`src/rtl/amul_err_eval.sv`:
```
// Exhaustive error evaluator for an external combinational approximate multiplier.
// Sweeps every operand pair, compares against the exact product, accumulates metrics.
module amul_err_eval #(
  parameter int W = 8
) (
  input  logic           clk,
  input  logic           rst_n,
  input  logic           start,
  output logic [W-1:0]   op_x,
  output logic [W-1:0]   op_y,
  input  logic [2*W-1:0] z_approx,
  output logic           busy,
  output logic           done,
  output logic [4*W-1:0] sum_ed,
  output logic [6*W-1:0] sum_sq,
  output logic [2*W-1:0] max_ed,
  output logic [2*W:0]   err_cnt
);

  typedef enum logic [1:0] {
    S_IDLE,
    S_RUN,
    S_DRAIN,
    S_DONE
  } state_e;

  state_e         state_q, state_d;
  logic [2*W-1:0] idx_q;
  logic           drn_q;
  logic           done_q;
  logic           v1_q;
  logic [2*W-1:0] ed_q, ed_d;
  logic [2*W-1:0] exact;
  logic [4*W-1:0] sq;
  logic [4*W-1:0] sum_ed_q;
  logic [6*W-1:0] sum_sq_q;
  logic [2*W-1:0] max_ed_q;
  logic [2*W:0]   err_cnt_q;
  logic           go;
  logic           last;

  assign go   = start &&
                (state_q == S_IDLE || state_q == S_DONE);
  assign last = &idx_q;

  // The index register itself is the operand pair: x outer, y inner
  assign op_x = idx_q[2*W-1:W];
  assign op_y = idx_q[W-1:0];

  assign exact = (2*W)'(op_x) * (2*W)'(op_y);
  assign ed_d  = (exact >= z_approx) ? exact - z_approx
                                     : z_approx - exact;
  assign sq    = (4*W)'(ed_q) * (4*W)'(ed_q);

  always_ff @(posedge clk) begin
    if (!rst_n) begin
      state_q   <= S_IDLE;
      idx_q     <= '0;
      drn_q     <= 1'b0;
      done_q    <= 1'b0;
      v1_q      <= 1'b0;
      ed_q      <= '0;
      sum_ed_q  <= '0;
      sum_sq_q  <= '0;
      max_ed_q  <= '0;
      err_cnt_q <= '0;
    end else begin
      state_q <= state_d;
      if (go)
        idx_q <= '0;
      else if (state_q == S_RUN && !last)
        idx_q <= idx_q + 1'b1;
      drn_q  <= (state_q == S_DRAIN) ? ~drn_q : 1'b0;
      done_q <= (state_q == S_DRAIN) && drn_q;
      v1_q   <= (state_q == S_RUN);
      ed_q   <= ed_d;
      if (go) begin
        sum_ed_q  <= '0;
        sum_sq_q  <= '0;
        max_ed_q  <= '0;
        err_cnt_q <= '0;
      end else if (v1_q) begin
        sum_ed_q  <= sum_ed_q + (4*W)'(ed_q);
        sum_sq_q  <= sum_sq_q + (6*W)'(sq);
        if (ed_q > max_ed_q)
          max_ed_q <= ed_q;
        err_cnt_q <= err_cnt_q + (2*W+1)'(ed_q != '0);
      end
    end
  end

  always_comb begin
    state_d = state_q;
    unique case (state_q)
      S_IDLE:  if (start) state_d = S_RUN;
      S_RUN:   if (last) state_d = S_DRAIN;
      S_DRAIN: if (drn_q) state_d = S_DONE;
      S_DONE:  if (start) state_d = S_RUN;
      default: state_d = S_IDLE;
    endcase
  end

  always_comb begin
    busy    = (state_q == S_RUN) || (state_q == S_DRAIN);
    done    = done_q;
    sum_ed  = sum_ed_q;
    sum_sq  = sum_sq_q;
    max_ed  = max_ed_q;
    err_cnt = err_cnt_q;
  end

endmodule

```
`config.mk`:
```
export PLATFORM = sky130hd
export DESIGN_NAME = amul_err_eval
export DESIGN_NICKNAME = d
export VERILOG_FILES = /design/src/rtl/amul_err_eval.sv
export SDC_FILE = /design/constraint.sdc
export NUM_CORES = 1
export LEC_CHECK = 0
export ABC_AREA = 1
export BUFFER_PORTS_ARGS = -buffer_cell sky130_fd_sc_hd__buf_2
export CORE_UTILIZATION = 36
export CTS_CLUSTER_DIAMETER = 80
export DETAILED_ROUTE_END_ITERATION = 16
export SYNTH_ARGS = -nofsm -noshare
export SYNTH_HDL_FRONTEND = slang
export SYNTH_SLANG_ARGS = --single-unit
```
`constraint.sdc`:
```
create_clock -name clk -period 12.67 [get_ports clk]
set_clock_uncertainty 0.2 [all_clocks]
set_input_delay 2.534 -clock clk [delete_from_list [all_inputs] [get_ports clk]]
set_output_delay 2.534 -clock clk [all_outputs]
set_load 0.05 [all_outputs]
```
==> Word level (Yosys, flattened, before mapping) <==
Cells that the tools add are included.
{ "op_classes": {"addsub": 6, "mul": 2, "n_lt_le_gt_ge": 2, "n_eq_ne": 6, "mux": 5, "bitwise_logic": 2, "reduce_logical": 14} }
{ "ops": {"columns": ["operator", "n"], "rows": [
  ["adder 48 x 32 -> 48 bit", 1],
  ["adder 32 x 16 -> 32 bit", 1],
  ["multiplier 16 x 16 -> 32 bit", 1],
  ["subtractor 16 bit", 2],
  ["adder 17 x 1 -> 17 bit", 1],
  ["adder 16 x 1 -> 16 bit (second input constant)", 1],
  [">= comparator 16 bit", 1],
  ["greater-than comparator 16 bit", 1],
  ["multiplier 8 x 8 -> 16 bit", 1],
  ["2-to-1 mux 16 bit", 1],
  ["AND reduction 16 bit", 1],
  ["nonzero test 16 bit", 1],
  ["2-to-1 mux 2 bit", 3],
  ["case mux 2 bit (3 select lines)", 1],
  ["== test 2 bit (second input constant)", 2],
  ["!= test 2 bit (second input constant)", 2],
  ["AND reduction 2 bit", 2],
  ["OR reduction 2 bit", 2],
  ["logical AND 1 bit", 3],
  ["AND reduction 3 bit", 1],
  ["== test 2 x 1 -> 1 bit (second input constant)", 1],
  ["logical NOT 2 bit", 1],
  ["logical OR 1 bit", 2],
  ["!= test 2 x 1 -> 1 bit (second input constant)", 1],
  ["other kinds (2)", 3]
]} }
{ "totals": {"regBits": 150, "input_bits": 19, "out_inout_bits": 131} }

==> Logic depth before layout (Yosys ltp) <==
Gate-level depths: netlist (run 1).
{ "logic_depth": {"word_depth": 4, "mapped_depth": 30, "depth_no_buf": 28} }

==> Least setup slack after synthesis (run 1) <==
OpenSTA, ideal clock, no wires.
{ "synth_timing": {"path_type": "register to register", "startpoint": "reg idx_q[6]", "endpoint": "reg ed_q[8]", "setup_time_ps": 71, "arrival_time_ps": 5778, "path_slack_ps": 6621, "stages_incl_launch_ff": 28, "period_less_slack_ps": 6049, "cell_sequence": "dfxtp_1 > clkbuf_1 > nand2_1 > fa_1 > fa_1 > inv_1 > fa_1 > inv_1 > fa_1 > inv_1 > ha_1 > nand2_1 > inv_1 > a21oi_1 > o21ai_0 > a21oi_1 > xor2_1 > inv_1 > ha_1 > buf_6 > nand2_1 > nor3_4 > a21oi_4 > nand2_2 > a21oi_4 > buf_6 > nand2_1 > a21oi_2"} }
{ "synth_via": {"elab_chain_cells": 3} }
{ "synth_lines": {"columns": ["item", "line_no", "rtl"], "rows": [
  ["start, declared", "28", "logic [2*W-1:0] idx_q;"],
  ["start signal, assigned", "72", "idx_q <= idx_q + 1'b1;"],
  ["multiplier 8 x 8 -> 16 bit *", "50", "assign exact = (2*W)'(op_x) * (2*W)'(op_y);"],
  ["subtractor 16 bit, or another cell as far along", "52", ": z_approx - exact;"],
  ["2-to-1 mux 16 bit *", "51", "assign ed_d = (exact >= z_approx) ? exact - z_approx"],
  ["end signal, assigned", "62", "ed_q <= '0;"],
  ["end signal, assigned", "76", "ed_q <= ed_d;"],
  ["end, declared", "32", "logic [2*W-1:0] ed_q, ed_d;"]
]} }
Every way passes the cells marked *; elsewhere a longest branch is shown, timed or not.
A chain may end at the register's enable or synchronous reset.

==> Worst setup path after layout (run 1) <==
{ "layout_timing": {"startpoint": "reg ed_q[1]", "endpoint": "reg sum_sq_q[37], in the netlist sum_sq[37]"} }
{ "layout_via": {"elab_chain_cells": 2} }
{ "layout_lines": {"columns": ["item", "line_no", "rtl"], "rows": [
  ["multiplier 16 x 16 -> 32 bit", "53", "assign sq = (4*W)'(ed_q) * (4*W)'(ed_q);"],
  ["adder 48 x 32 -> 48 bit", "84", "sum_sq_q <= sum_sq_q + (6*W)'(sq);"],
  ["end signal, assigned", "84", null],
  ["end, declared", "36", "logic [6*W-1:0] sum_sq_q;"]
]} }
Every way passes these cells.

==> summary.md, run 1 <==
| Metric | Value |
|---|---|
| Ys async rst share | 0% |
| Yosys top cell area share | 21.7% |
| Pins Over Slew Limit | 0 |
| Unique cell type count in the Yosys netlist | 52 |
| Worst Path Class, Setup | flop to flop |
| Clock sinks | 150 |
| Least-Margin Pin Slew | 1.11 ns |
| Seq pwr share | 22.6% |
| # hold bufs at CTS | 0 |
| Die W | 245 µm |
| Synth area leader | fa_1 |
| Sw power | 0.00138 W |
| Routed via count | 18400 |
| Max_slew headroom | 25.8% |
| Worst Hold Class | flop to flop |
| TritonCTS Buffers | 17 |
| Initial antenna violation count | 3 |
| Metal-1 WL | 26900 µm |
| Row count | 88 |
| Largest cells by area after synthesis | fa_1, dfxtp_1, inv_1 |
| Root Buffer | clkbuf_16 |
| CP endpoint kind | flop |
| Share of cells above drive strength 1 | 8.59% |
| Post-Syn Nets | 3551 |
| Clock Latency Late Sink | 0.50 ns |
| DR top layer | met5 |
| Top FF cell, synth | dfxtp_1 |
| Largest net degree at the start of global routing | 53 |
| Status | finished clean |
| First-pass GRT wire length | 95100 µm |
| Synth Register Bits | 150 |
| Drt first pass iters | 5 |
| Core Area | 0.0580 mm² |
| PD cells | 114 mW/mm² |
| Die footprint | 0.0601 mm² |
| Critical path arrival | 6.73 ns |
| Yosys warns | 0 |
| Synth top cells by count | inv_1, nand2_1, nor2_1 |
| CP Launch Type | flop |
| Hold EP | drn_q |
| Leakage power | 13.0 nW |
| Syn_area_per_cell | 6.89 µm² |
| Max Cap Viol | 0 |
| GRT Overall Usage | 20.2% |
| Worst VDD drop | 0.0000979 V |
| FF-to-FF End | sum_sq[37] |
| FF-to-FF Start | ed_q[1] |
| # DRC | 0 |
| CTS resizes | 0 |
| H-tree Lvls | 4 |
| Post-layout min period | 6.54 ns |
| Fraction of power spent switching nets | 52.2% |
| Port bufs | 149 |
| Final nets | 3629 |
| RSZ-0062 raised after global routing | no |
| Area growth from synthesis to layout | 8.87% |
| Final setup vio count | 0 |
| Post-synthesis sequential area ratio | 14.1% |
| Post-route ant nets | 0 |
| Setup tns final | 0 ns |
| CTS tree | done |
| FF-to-FF setup slack | 6.13 ns |
| Initial core utilization | 36.7% |
| Startpoint of the worst hold path | drn_q |
| Top-count cell post-synth | inv_1 |
| Post-synth EDFFs | 0 |
| Max Freq | 153 MHz |
| IO Pins | 150 |
| Synthesized area | 0.0213 mm² |
| Grt ovf | 0 |
| Max FO, Critical Path | 22 |
| Mapped Cells | 3088 |
| Routability cong. | 0.928 |
| CP required | 12.86 ns |
| DR WL met2 | 27500 µm |
| Routed WL | 58300 µm |
| Comb power frac | 56.9% |
| Clock transition at the registers of the reported paths | 0.07 ns |
| FF-to-FF path depth | 22 |
| Hold Path Cell Cnt | 1 |
| Clock Path Buffers | 2 |
| DR iter-0 viols | 953 |
| Die Y | 245 µm |
| Post-CTS Setup Inserts | 0 |
| Clock Power Share | 20.4% |
| Final Util | 39.9% |
| HPWL reported at the end of detailed placement | 47500 µm |
| WL met3 | 2970 µm |
| Drt wl/cell | 14.8 µm |
| Hold Fails Final Rpt | 0 |
| Via count of the first global-routing pass | 18200 |
| Internal cell power | 0.00126 W |
| Final Cycle Share | 51.6% |
| Vias per cell | 4.67 |
[worst max path at each step]
| stage | from | end | slack, ns | cells past startpoint |
|---|---|---|---|---|
| 2_1_floorplan | idx_q[6] | ed_q[8] | 6.62 | 27 |
| 3_3_place_gp | ed_q[1] | sum_sq[33] | 6.19 | 24 |
| 3_5_place_dp | ed_q[1] | sum_sq[37] | 6.11 | 22 |
| 4_1_cts | ed_q[11] | sum_sq[37] | 6.09 | 22 |
| 5_1_grt | ed_q[6] | sum_sq[35] | 5.68 | 22 |
| 6_report | ed_q[1] | sum_sq[37] | 6.13 | 22 |
[power by group through the flow]
| stage | sequential [W] | clock (W) | combinational, W |
|---|---|---|---|
| floorplan | 0.000651 | 0 | 0.00107 |
| global placement | 0.000610 | 0 | 0.00151 |
| detailed placement | 0.000609 | 0 | 0.00151 |
| CTS | 0.000599 | 0.000554 | 0.00152 |
| global route | 0.000605 | 0.000571 | 0.00173 |
| finish | 0.000597 | 0.000539 | 0.00150 |
[layout make-up]
class	count	area [µm²]
flip-flops and latches	150	3010
multi-input cells	2062	14900
well taps	765	957
diodes	2	5.00
fillers	6186	34800
inverters	777	2920
clock buffers	17	425
repair buffers	158	813
clock inverters	15	175
[logic make-up after synthesis]
family / Yosys count / share of synthesized area, %
AND/OR/NAND/NOR: 1216 / 23.8
buffers and inverters: 876 / 16.0
adder cells (fa/ha/maj): 444 / 34.2
AO/OA/AOI/OAI: 333 / 9.02
flip-flops: 150 / 14.1
XOR/XNOR: 69 / 2.84
[state kept, by name, summed over array words and instances, names as in the netlist]
signal and count:
v1_q 1, err_cnt 17, max_ed 16, done 1
state_q 2, drn_q 1, sum_sq 48, ed_q 16
sum_ed 32, idx_q 16
[per-layer routing]
metal | track usage, % | vias to the layer above
li1 | - | 9435
met1 | 25.9 | 8641
met2 | 34.0 | 298
met3 | 4.30 | 60
met4 | 5.20 | 4
met5 | 0 | -
[cells in the final DEF (no fill, tap or decap), drive strengths merged, types with 2 or more instances in the layout]
cell type | Yosys | routed
inv | 777 | 786
nand2 | 739 | 739
nor2 | 263 | 263
fa | 231 | 231
ha | 213 | 213
a21oi | 194 | 194
buf | 53 | 158
dfxtp | 150 | 150
nand3 | 145 | 145
o21ai | 103 | 103
xor2 | 60 | 60
nor3 | 25 | 25
clkbuf | 46 | 17
nand4 | 16 | 16
nor4 | 15 | 15
o21bai | 11 | 11
xnor2 | 9 | 9
o21a | 6 | 6
a21o | 5 | 5
nand3b | 5 | 5
nor3b | 5 | 5
clkinv | 0 | 5
a31oi | 4 | 4
diode | 0 | 2
o21ba | 2 | 2
and2 | 2 | 2
o211ai | 2 | 2
[through the flow]
step	cells	instance area [µm²]	total power, W	hold slack (ns)	setup slack [ns]
finish	3946	23200	0.00264	0.217	6.13
CTS	3944	23200	0.00267	0.219	6.09
floorplan	3088	21300	0.00172	0.191	6.62
global placement	3912	22600	0.00212	0.199	6.19
detailed placement	3912	22600	0.00212	0.209	6.11
global route	3944	23200	0.00291	0.243	5.68
[critical path, cell delays in order, from the launching register on]
cell     delay (ns)
dfxtp_1        1.06
nand2_1        0.28
fa_1           0.62
fa_1           0.45
fa_1           0.52
inv_1          0.05
fa_1           0.47
fa_1           0.55
inv_1          0.05
fa_1           0.53
inv_1          0.05
ha_1           0.37
nand2_1        0.12
nor2_1         0.22
nand3_1        0.10
nand3_1        0.20
nand2_1        0.07
nand2_1        0.11
nand2_1        0.06
nand2_1        0.14
nand3_1        0.09
nand2_1        0.08
nor2_1         0.05
Note: power is estimated with default switching activity, not from simulation.
==> run 2, diff against run 1 <==
==> constraint.sdc (replaced) <==
create_clock -name clk -period 6.8 [get_ports clk]
set_clock_uncertainty 0.2 [all_clocks]
set_input_delay 1.36 -clock clk [delete_from_list [all_inputs] [get_ports clk]]
set_output_delay 1.36 -clock clk [all_outputs]
set_load 0.05 [all_outputs]
==> run 2 against run 1 <==
Against the previous run:
- register-to-register slack got worse by 5.6 ns
- clock power grew 87%
- global-route usage increased by 0.25 points
- critical path depth is 1 higher
- sequential share of layout area is 0.099 points lower
==> summary.md, run 2 (same netlist as run 1, synthesis figures left out) <==
| Metric | Value |
|---|---|
| Least-Margin Pin Slew | 0.890 ns |
| Clock sinks | 150 |
| Leakage power | 13.1 nW |
| Die footprint | 0.0601 mm² |
| Clock Path Buffers | 2 |
| Max_slew headroom | 40.7% |
| Max Freq | 159 MHz |
| CP endpoint kind | flop |
| Row count | 88 |
| Clock transition at the registers of the reported paths | 0.08 ns |
| Fraction of power spent switching nets | 51.6% |
| CTS resizes | 0 |
| Most frequent cells in the layout | inv_1, nand2_1, nor2_1 |
| Setup tns final | 0 ns |
| GRT Overall Usage | 20.4% |
| CTS tree | done |
| Final worst slack | 0.508 ns |
| Die Y | 245 µm |
| Worst Hold Class | flop to flop |
| TritonCTS Buffers | 17 |
| Non-Filler Instances | 3972 |
| # DRC | 0 |
| RSZ-0062 raised after global routing | no |
| # hold bufs at CTS | 0 |
| CP required | 7.03 ns |
| Clock Power Share | 20.5% |
| Drt first pass iters | 5 |
| Final instance area | 0.0234 mm² |
| Worst VDD drop | 0.000174 V |
| Largest net degree at the start of global routing | 53 |
| Routed via count | 18700 |
| Vias per cell | 4.71 |
| PD cells | 212 mW/mm² |
| Hold Fails Final Rpt | 0 |
| Routability cong. | 0.932 |
| Grt ovf | 0 |
| Internal cell power | 0.00240 W |
| Max FO, Critical Path | 13 |
| Critical path arrival | 6.52 ns |
| Drt wl/cell | 14.9 µm |
| Root Buffer | clkbuf_16 |
| Seq pwr share | 21.7% |
| IO Pins | 150 |
| H-tree Lvls | 4 |
| Clock Latency Late Sink | 0.49 ns |
| Max reg flops | 48 |
| Hold Slack | 0.213 ns |
| Max Cap Viol | 0 |
| Placed instance area | 0.0228 mm² |
| CP Launch Type | flop |
| Commonest non-fill, non-tap cell in the layout | inv_1 |
| Port bufs | 149 |
| Pins Over Slew Limit | 0 |
| Final nets | 3653 |
| DR iter-0 viols | 813 |
| Area growth from synthesis to layout | 9.71% |
| First-pass GRT wire length | 96200 µm |
| Final Cycle Share | 92.5% |
| Place WS | 0.511 ns |
| Status | finished clean |
| Routed WL | 59200 µm |
| FILL cells | 6149 |
| HPWL reported at the end of detailed placement | 49100 µm |
| Core Area | 0.0580 mm² |
| Via count of the first global-routing pass | 18700 |
| Dpl cells | 3936 |
| Comb power frac | 57.8% |
| Die W | 245 µm |
| Sw power | 0.00255 W |
| Final setup vio count | 0 |
| Worst Path Class, Setup | flop to flop |
| Post-CTS Setup Inserts | 0 |
| Share of cells above drive strength 1 | 9.24% |
| Post-layout min period | 6.29 ns |
| Initial core utilization | 36.7% |
| Post-route ant nets | 0 |
| Initial antenna violation count | 5 |
[run 2: cell types whose count changed in the layout (fill, tap and decap cells not counted), moves of 2 or more]
cell,before,now
buf_4,9,33
clkinv_8,3,1
clkinv_4,2,0
inv_6,2,6
diode_2,2,4
inv_8,6,4
[run 2: per-stage QoR]
step | utilization (%) | total power, W
floorplan | - | 0.00321
global placement | 39.2 | 0.00396
detailed placement | 39.2 | 0.00398
CTS | 40.2 | 0.00502
global route | 40.2 | 0.00545
finish | 40.3 | 0.00496
[run 2: metal layers]
layer	wire length [µm]	vias up	GRT usage, %
met1	26400	8769	25.8
met5	12	-	0
met2	28200	362	34.7
li1	-	9481	-
met4	1280	2	5.92
met3	3370	79	4.29
[run 2: power by group through the flow]
stage               clock network (W)  logic, W  registers (W)
floorplan                           0   0.00200        0.00121
global placement                    0   0.00286        0.00110
detailed placement                  0   0.00288        0.00110
CTS                           0.00104   0.00289        0.00108
global route                  0.00107   0.00329        0.00109
finish                        0.00101   0.00286        0.00108
[run 2: worst paths after layout]
check | from | end | slack, ns | depth (start not counted)
min reg2reg | drn_q | drn_q | 0.21 | 1
min | drn_q | drn_q | 0.21 | 1
max reg2reg | ed_q[2] | sum_sq[30] | 0.51 | 23
max | ed_q[2] | sum_sq[30] | 0.51 | 23
[run 2: critical path, cell delays in order, from the launching register on]
cell and delay, ns:
dfxtp_1 0.78, buf_4 0.27, nand2_1 0.10, fa_1 0.57
fa_1 0.43, fa_1 0.52, inv_1 0.05, fa_1 0.46
fa_1 0.54, inv_1 0.05, fa_1 0.54, inv_1 0.04
ha_1 0.36, nand2_1 0.13, inv_1 0.05, a21oi_1 0.27
nand3_1 0.25, nand2_1 0.13, inv_1 0.05, nor2_1 0.17
nand2_1 0.08, nand2_1 0.06, nor2_1 0.05, nor2_1 0.08
[run 2: area by class of cell]
| class | instances | area (µm²) | share of cell area, % |
|---|---|---|---|
| clock inverters | 13 | 151 | 0.648 |
| clock buffers | 19 | 443 | 1.90 |
| multi-input cells | 2062 | 14900 | 63.7 |
| well taps | 765 | 957 | 4.10 |
| inverters | 777 | 2920 | 12.5 |
| repair buffers | 182 | 993 | 4.25 |
| flip-flops and latches | 150 | 3010 | 12.9 |
| diodes | 4 | 10.0 | 0.0429 |
